==> src/rtl/data_memory_arbiter_pkg.sv <==
// Shared definitions for the data-memory arbiter.
// DATA_WIDTH sets the data width and the address width, because the memory
// spans the full address space. arbState_t is the sequencer state encoding.
// memReq_t is one latched access.
package data_memory_arbiter_pkg;

  localparam int DATA_WIDTH           = 8;
  localparam int STARVE_LIMIT_DEFAULT = 4;
  localparam int STARVE_W             = 4;

  typedef enum logic [1:0] {ARB_IDLE, ARB_ACCESS, ARB_DONE} arbState_t;

  typedef struct packed {
    logic                  write;
    logic [DATA_WIDTH-1:0] address;
    logic [DATA_WIDTH-1:0] value;
  } memReq_t;

endpackage

==> src/rtl/data_memory_arbiter_if.sv <==
// Bundle that connects the two requesters, the arbiter and dataMemory.
//   _req*/_write*/_address*/_valueIn* : requester -> arbiter
//   ack0/ack1/valueOut                : arbiter -> requesters
//   memRead/memWrite/memAddress/memValueIn : arbiter -> memory
//   _memValueOut                      : memory (combinational read) -> arbiter
// The slave modport is the arbiter side. The master modport is the
// requester/memory side.
interface data_memory_arbiter_if;
  import data_memory_arbiter_pkg::*;

  logic                  _req0, _write0, _req1, _write1;
  logic [DATA_WIDTH-1:0] _address0, _valueIn0, _address1, _valueIn1;
  logic                  ack0, ack1;
  logic [DATA_WIDTH-1:0] valueOut;
  logic                  memRead, memWrite;
  logic [DATA_WIDTH-1:0] memAddress, memValueIn, _memValueOut;

  modport slave (
    input  _req0, _write0, _address0, _valueIn0,
           _req1, _write1, _address1, _valueIn1, _memValueOut,
    output ack0, ack1, valueOut, memRead, memWrite, memAddress, memValueIn
  );

  modport master (
    output _req0, _write0, _address0, _valueIn0,
           _req1, _write1, _address1, _valueIn1, _memValueOut,
    input  ack0, ack1, valueOut, memRead, memWrite, memAddress, memValueIn
  );

endinterface

==> src/rtl/data_memory_arbiter.sv <==
// Two-port arbiter and access sequencer in front of the single-port dataMemory.
// Port 0 has priority. Port 1 is forced to win after STARVE_LIMIT contended
// losses. STARVE_LIMIT must be in the range 1..15.
// Each access takes three cycles: IDLE (arbitrate and latch), ACCESS (memory
// strobe) and DONE (ack pulse).
// Ports:
//   _CLK : clock, rising edge
//   _RST : asynchronous, active-high reset
//   bus  : data_memory_arbiter_if.slave (requesters + memory side)
module data_memory_arbiter
  import data_memory_arbiter_pkg::*;
#(
  parameter int STARVE_LIMIT = STARVE_LIMIT_DEFAULT
) (
  input  logic                  _CLK,
  input  logic                  _RST,
  data_memory_arbiter_if.slave  bus
);

  localparam logic [STARVE_W-1:0] LIMIT = STARVE_W'(STARVE_LIMIT);

  arbState_t             state_q;
  memReq_t               hold_q, pick;
  logic                  winner_q;
  logic                  grant1, anyReq, inAccess;
  logic [STARVE_W-1:0]   starveCnt_q, starveCnt_d;
  logic [DATA_WIDTH-1:0] valueOut_q;

  // Arbitration. The result is only consumed in IDLE.
  always_comb begin
    anyReq = bus._req0 | bus._req1;
    grant1 = bus._req1 & (~bus._req0 | (starveCnt_q == LIMIT));
    pick   = grant1 ? '{write: bus._write1, address: bus._address1, value: bus._valueIn1}
                    : '{write: bus._write0, address: bus._address0, value: bus._valueIn0};
    starveCnt_d = starveCnt_q;
    if (grant1)
      starveCnt_d = '0;
    else if (bus._req0 & bus._req1 & (starveCnt_q != LIMIT))
      starveCnt_d = starveCnt_q + 1'b1;
  end

  always_ff @(posedge _CLK or posedge _RST) begin
    if (_RST) begin
      state_q     <= ARB_IDLE;
      hold_q      <= '0;
      winner_q    <= 1'b0;
      starveCnt_q <= '0;
      valueOut_q  <= '0;
    end else begin
      case (state_q)
        ARB_IDLE: if (anyReq) begin
          hold_q      <= pick;
          winner_q    <= grant1;
          starveCnt_q <= starveCnt_d;
          state_q     <= ARB_ACCESS;
        end
        ARB_ACCESS: begin
          // A write reports 0 on valueOut. A read captures the memory's
          // combinational output.
          valueOut_q <= hold_q.write ? '0 : bus._memValueOut;
          state_q    <= ARB_DONE;
        end
        default: state_q <= ARB_IDLE;
      endcase
    end
  end

  // The outputs are decoded only from registers. An asynchronous reset
  // therefore removes the memory strobe and the ack in the same instant.
  assign inAccess       = (state_q == ARB_ACCESS);
  assign bus.memRead    = inAccess & ~hold_q.write;
  assign bus.memWrite   = inAccess &  hold_q.write;
  assign bus.memAddress = inAccess ? hold_q.address : '0;
  assign bus.memValueIn = (inAccess & hold_q.write) ? hold_q.value : '0;
  assign bus.ack0       = (state_q == ARB_DONE) & ~winner_q;
  assign bus.ack1       = (state_q == ARB_DONE) &  winner_q;
  assign bus.valueOut   = valueOut_q;

endmodule

==> src/flat_wrapper.sv <==
// flat-port wrapper written by rule: the top's interface ports become plain ports
module data_memory_arbiter_flat import data_memory_arbiter_pkg::*;
#(
  parameter int STARVE_LIMIT = STARVE_LIMIT_DEFAULT
)
  (_CLK, _RST, bus__req0, bus__write0, bus__address0, bus__valueIn0, bus__req1, bus__write1, bus__address1, bus__valueIn1, bus__memValueOut, bus_ack0, bus_ack1, bus_valueOut, bus_memRead, bus_memWrite, bus_memAddress, bus_memValueIn);
  data_memory_arbiter_if bus_i ();
  input  logic _CLK;
  input  logic _RST;
  input wire logic [$bits(bus_i._req0)-1:0] bus__req0;
  input wire logic [$bits(bus_i._write0)-1:0] bus__write0;
  input wire logic [$bits(bus_i._address0)-1:0] bus__address0;
  input wire logic [$bits(bus_i._valueIn0)-1:0] bus__valueIn0;
  input wire logic [$bits(bus_i._req1)-1:0] bus__req1;
  input wire logic [$bits(bus_i._write1)-1:0] bus__write1;
  input wire logic [$bits(bus_i._address1)-1:0] bus__address1;
  input wire logic [$bits(bus_i._valueIn1)-1:0] bus__valueIn1;
  input wire logic [$bits(bus_i._memValueOut)-1:0] bus__memValueOut;
  output wire logic [$bits(bus_i.ack0)-1:0] bus_ack0;
  output wire logic [$bits(bus_i.ack1)-1:0] bus_ack1;
  output wire logic [$bits(bus_i.valueOut)-1:0] bus_valueOut;
  output wire logic [$bits(bus_i.memRead)-1:0] bus_memRead;
  output wire logic [$bits(bus_i.memWrite)-1:0] bus_memWrite;
  output wire logic [$bits(bus_i.memAddress)-1:0] bus_memAddress;
  output wire logic [$bits(bus_i.memValueIn)-1:0] bus_memValueIn;
  assign bus_i._req0 = bus__req0;
  assign bus_i._write0 = bus__write0;
  assign bus_i._address0 = bus__address0;
  assign bus_i._valueIn0 = bus__valueIn0;
  assign bus_i._req1 = bus__req1;
  assign bus_i._write1 = bus__write1;
  assign bus_i._address1 = bus__address1;
  assign bus_i._valueIn1 = bus__valueIn1;
  assign bus_i._memValueOut = bus__memValueOut;
  assign bus_ack0 = bus_i.ack0;
  assign bus_ack1 = bus_i.ack1;
  assign bus_valueOut = bus_i.valueOut;
  assign bus_memRead = bus_i.memRead;
  assign bus_memWrite = bus_i.memWrite;
  assign bus_memAddress = bus_i.memAddress;
  assign bus_memValueIn = bus_i.memValueIn;
  data_memory_arbiter #(.STARVE_LIMIT(STARVE_LIMIT)) u_core (._CLK(_CLK), ._RST(_RST), .bus(bus_i));
endmodule
==> config.mk <==
export PLATFORM = sky130hd
export DESIGN_NAME = data_memory_arbiter_flat
export DESIGN_NICKNAME = d
export VERILOG_FILES = /design/src/rtl/data_memory_arbiter_pkg.sv /design/src/rtl/data_memory_arbiter_if.sv /design/src/rtl/data_memory_arbiter.sv /design/src/flat_wrapper.sv
export SDC_FILE = /design/constraint.sdc
export NUM_CORES = 1
export LEC_CHECK = 0
export CORE_MARGIN = 4
export CORE_UTILIZATION = 42
export DETAILED_ROUTE_END_ITERATION = 7
export GPL_TIMING_DRIVEN = 0
export PLACE_DENSITY_LB_ADDON = 0.12
export SETUP_SLACK_MARGIN = 0.5
export SLEW_MARGIN = 10
export SYNTH_ARGS = -nofsm -noshare
export SYNTH_HDL_FRONTEND = slang
export SYNTH_SLANG_ARGS = --single-unit
==> constraint.sdc <==
create_clock -name _CLK -period 2.05 [get_ports _CLK]
set_input_delay 0.41 -clock _CLK [delete_from_list [all_inputs] [get_ports _CLK]]
set_output_delay 0.41 -clock _CLK [all_outputs]
set_load 0.01 [all_outputs]
==> impl_metrics.py, run 1 <==
metrics = {
    "floorplanning": {
        "core_um2": 3770,
        "die_x_um": 71.4,
        "dieArea_um2": 5100,
        "rows": 22,
        "ioPinCount": 74,
        "start_util": 0.448,
        "die_y_um": 71.4,
    },
    "pwr": {
        "clkPwrFrac": 0.150,
        "p_int_w": 0.00235,
        "p_comb_frac": 0.578,
        "seqPwrFrac": 0.272,
        "ir_worst_vdd_uv": 616,
        "netSwitchingFraction": 0.412,
        "power_w": 0.00400,
        "cellPowerDensity_nw_per_um2": 1390,
        "p_sw_w": 0.00165,
        "p_leak_nw": 1.34,
    },
    "final_layout": {
        "design_area_um2": 2880,
        "utilization": 0.765,
        "final_cells": 338,
        "final_nets": 337,
        "antenna_cells": 0,
        "fillers": 262,
        "syn2layout_area_growth_pct": 70.7,
        "drive_gt1_frac": 0.328,
    },
    "place": {
        "post-dp-hpwl_um": 3530,
        "place_area_um2": 2480,
        "gp_congestion": 0.735,
        "io_buffers": 73,
        "placed_cells": 314,
    },
    "clock_network": {
        "cts_hold_buffers": 0,
        "htree_levels": 2,
        "clk_pin_slew_ns": 0.07,
        "insertion_delay_ns": 0.29,
        "cts_tree": "done",
        "cts.sinks": 32,
        "cts-buffers-inserted": 5,
        "clockBufferDepth": 2,
        "cts_root_buf": "clkbuf_8",
    },
    "grt": {
        "grt_max_degree": 33,
        "grt_pass1_wl_um": 8670,
        "first_global_vias": 1805,
        "gr-total-overflow": 0,
        "antenna_found_initial": 0,
        "grt_usage": 0.214,
    },
    "detailed_routing": {
        "drtIter0Drc": 131,
        "drt-wirelength-per-cell_um": 16.5,
        "drt_pre_antenna_iters": 4,
        "vias": 1863,
        "drc": 0,
        "wl_um": 5570,
        "antenna_left": 0,
        "via_per_inst": 5.51,
    },
    "sta": {
        "fin_skew_ns": 0.00559,
        "fmax_mhz": 548,
        "finalSetupViolCount": 0,
        "hold_ws_ns": 0.458,
        "drv_slew": 0,
        "fin_crit_ns": 1.83,
        "period_share": 0.891,
        "timing.final.hold_violations": 0,
        "rsz0062_at_grt": "true",
        "relSlewSlack": 0.540,
        "worst_pin_slew_ns": 0.688,
    },
    "yosys": {
        "syn-cell-area_um2": 1690,
        "synth-simple-area-share": 0.306,
        "synth_top_family_by_area": "simple AND/OR/NAND/NOR gates",
        "yosys_warnings": 0,
        "synth.net_count": 241,
        "netlist_instances": 193,
        "synthMuxAreaShare": 0,
        "synth_seq_area_share": 0.474,
        "synthXorXnorAreaFrac": 0,
        "post_synth_num_cell_types": 31,
        "synth_compound_area_frac": 0.114,
        "synth_adder_area_share": 0.0148,
        "synth_seq_cells": 32,
        "synth.avg_cell_area_um2": 8.75,
    },
    "worst_setup_path": {
        "startpoint_type": "flip-flop",
        "slowest_stage": "dfrtp_2",
        "path_cells": "nand2b_4, buf_6, clkbuf_16, nor3_2, buf_2",
        "cp_num_buf_inv": 3,
        "cp.required_ns": 1.64,
        "cpLargestDelayFamily": "buffers and inverters",
        "critPathCaptureType": "output pin",
        "crit_arrival_ns": 1.42,
        "cpPeakStageDelay_ns": 0.42,
        "path_class": "reg -> out",
        "critPathMaxFanout": 5,
    },
    "status": {
        "status": "completed",
    },
    "hold_path": {
        "min_path_type": "in -> reg",
    },
    "flow_run": {
        "maxCapViolations": 0,
    },
}
## worst reg2reg max path, cell delays in order (launching register included)
cell and delay (ns):
dfrtp_2 0.42, buf_4 0.14, buf_4 0.12, or3b_4 0.40
or4b_4 0.50, o311ai_2 0.08
## power by group through the flow
stage | sequential (W) | combinational [W] | clock (W)
3_3_place_gp | 0.00108 | 0.00166 | 0
6_report | 0.00109 | 0.00231 | 0.000600
4_1_cts | 0.00109 | 0.00188 | 0.000605
2_1_floorplan | 0.00109 | 0.000987 | 0
3_5_place_dp | 0.00110 | 0.00168 | 0
5_1_grt | 0.00112 | 0.00250 | 0.000636
## what timing repair did
item                                    CTS  global route
pin swaps                                 3             3
cloned                                    0             1
buffers inserted                          9             6
endpoints found under the setup margin   81            41
hold endpoints to repair                  0             0
gates resized for setup                 130            31
## area by class of cell
type | instances | area (um^2) | share of cell area
buffer | 15 | 121 | 0.0421
clock buffer | 6 | 72.6 | 0.0252
clock inverter | 2 | 35.0 | 0.0121
inverter | 24 | 101 | 0.0351
multi-input combinational | 122 | 922 | 0.320
sequential | 32 | 803 | 0.279
tap | 48 | 60.1 | 0.0208
timing repair buffer | 89 | 768 | 0.266
## metrics by stage
step           setup WS, ns  setup TNS, ns
2_1_floorplan         0.476              0
3_3_place_gp         -0.168          -3.43
3_5_place_dp         -0.145          -3.34
4_1_cts               0.269              0
5_1_grt               0.174              0
6_report              0.224              0
## layout by cell type, fill, tap and decap left out, types with 4 or more instances in the layout
cell type,count
nand3_1,27
buf_6,6
nand2_1,19
dfrtp_1,30
o221ai_1,10
clkdlybuf4s50_1,43
buf_2,21
clkbuf_2,4
buf_4,16
dlygate4sd2_1,9
inv_1,19
o221ai_2,6
nor2_2,4
nor3_2,6
clkbuf_8,5
nor2_1,5
nand4_1,18
## synthesized netlist by cell type
library cell,count,area share
or2_2,1,0.0037
nand2b_1,2,0.0074
buf_1,2,0.0044
or2b_1,1,0.0044
o221ai_1,17,0.088
inv_2,1,0.0022
nor3b_1,1,0.0044
o21ai_0,2,0.0059
a22o_1,1,0.0052
a21o_2,1,0.0052
and3b_1,2,0.010
o311ai_1,1,0.0052
dfrtp_1,32,0.47
o211ai_1,1,0.0044
nand4_1,18,0.067
nand4b_2,1,0.0089
or4_1,1,0.0044
inv_1,21,0.047
nor4b_1,1,0.0052
buf_2,6,0.018
ha_1,2,0.015
nand3_1,27,0.080
nor2_2,1,0.0037
clkbuf_1,7,0.016
nor2_1,10,0.022
or4b_1,1,0.0059
or3b_4,1,0.0067
nand2_1,20,0.044
nor3_1,8,0.024
and2_1,1,0.0037
clkinv_1,2,0.0044
## final timing paths
kind                            depth (start not counted)                                 end                          startpoint  slack (ns)
worst min-delay path                                    3   u_core.starveCnt_q[1]$_DFFE_PP0P_                           bus__req1        0.46
worst max register to register                          5   u_core.starveCnt_q[2]$_DFFE_PP0P_       u_core.state_q[1]$_DFFE_PP0P_        0.30
max in group asynchronous                               2       u_core.state_q[0]$_DFFE_PP0P_                                _RST        1.05
min in group asynchronous                               2  u_core.bus.valueOut[2]$_DFFE_PP0N_                                _RST        0.58
worst min register to register                          2  u_core.bus.valueOut[2]$_DFFE_PP0N_  u_core.bus.valueOut[2]$_DFFE_PP0N_        0.46
worst max-delay path                                    5                   bus_memValueIn[1]       u_core.state_q[1]$_DFFE_PP0P_        0.22
## cells by family after synthesis
group	Yosys count
simple gates	97
buf+inv	39
flops	32
compound gates	23
fa+ha+maj	2
## state kept, by name, summed over array words and instances, names as in the netlist
name,cells
u_core.hold_q,17
u_core.bus.valueOut,8
u_core.starveCnt_q,4
u_core.state_q,2
u_core.winner_q,1
## routing by layer
| layer | track usage | vias to the layer above | wire (um) |
|---|---|---|---|
| li1 | - | 887 | - |
| met1 | 0.279 | 894 | 2360 |
| met2 | 0.349 | 75 | 2760 |
| met3 | 0.0575 | 7 | 407 |
| met4 | 0.0626 | 0 | 48 |
| met5 | 0 | - | 0 |
Power figures use the tool's default switching activity.
==> run 2, diff against run 1 <==
Settings changed: CTS_CLUSTER_SIZE set to 14.
==> results of run 2 <==
The final DEF is identical to that of run 1; final timing and power are the same.
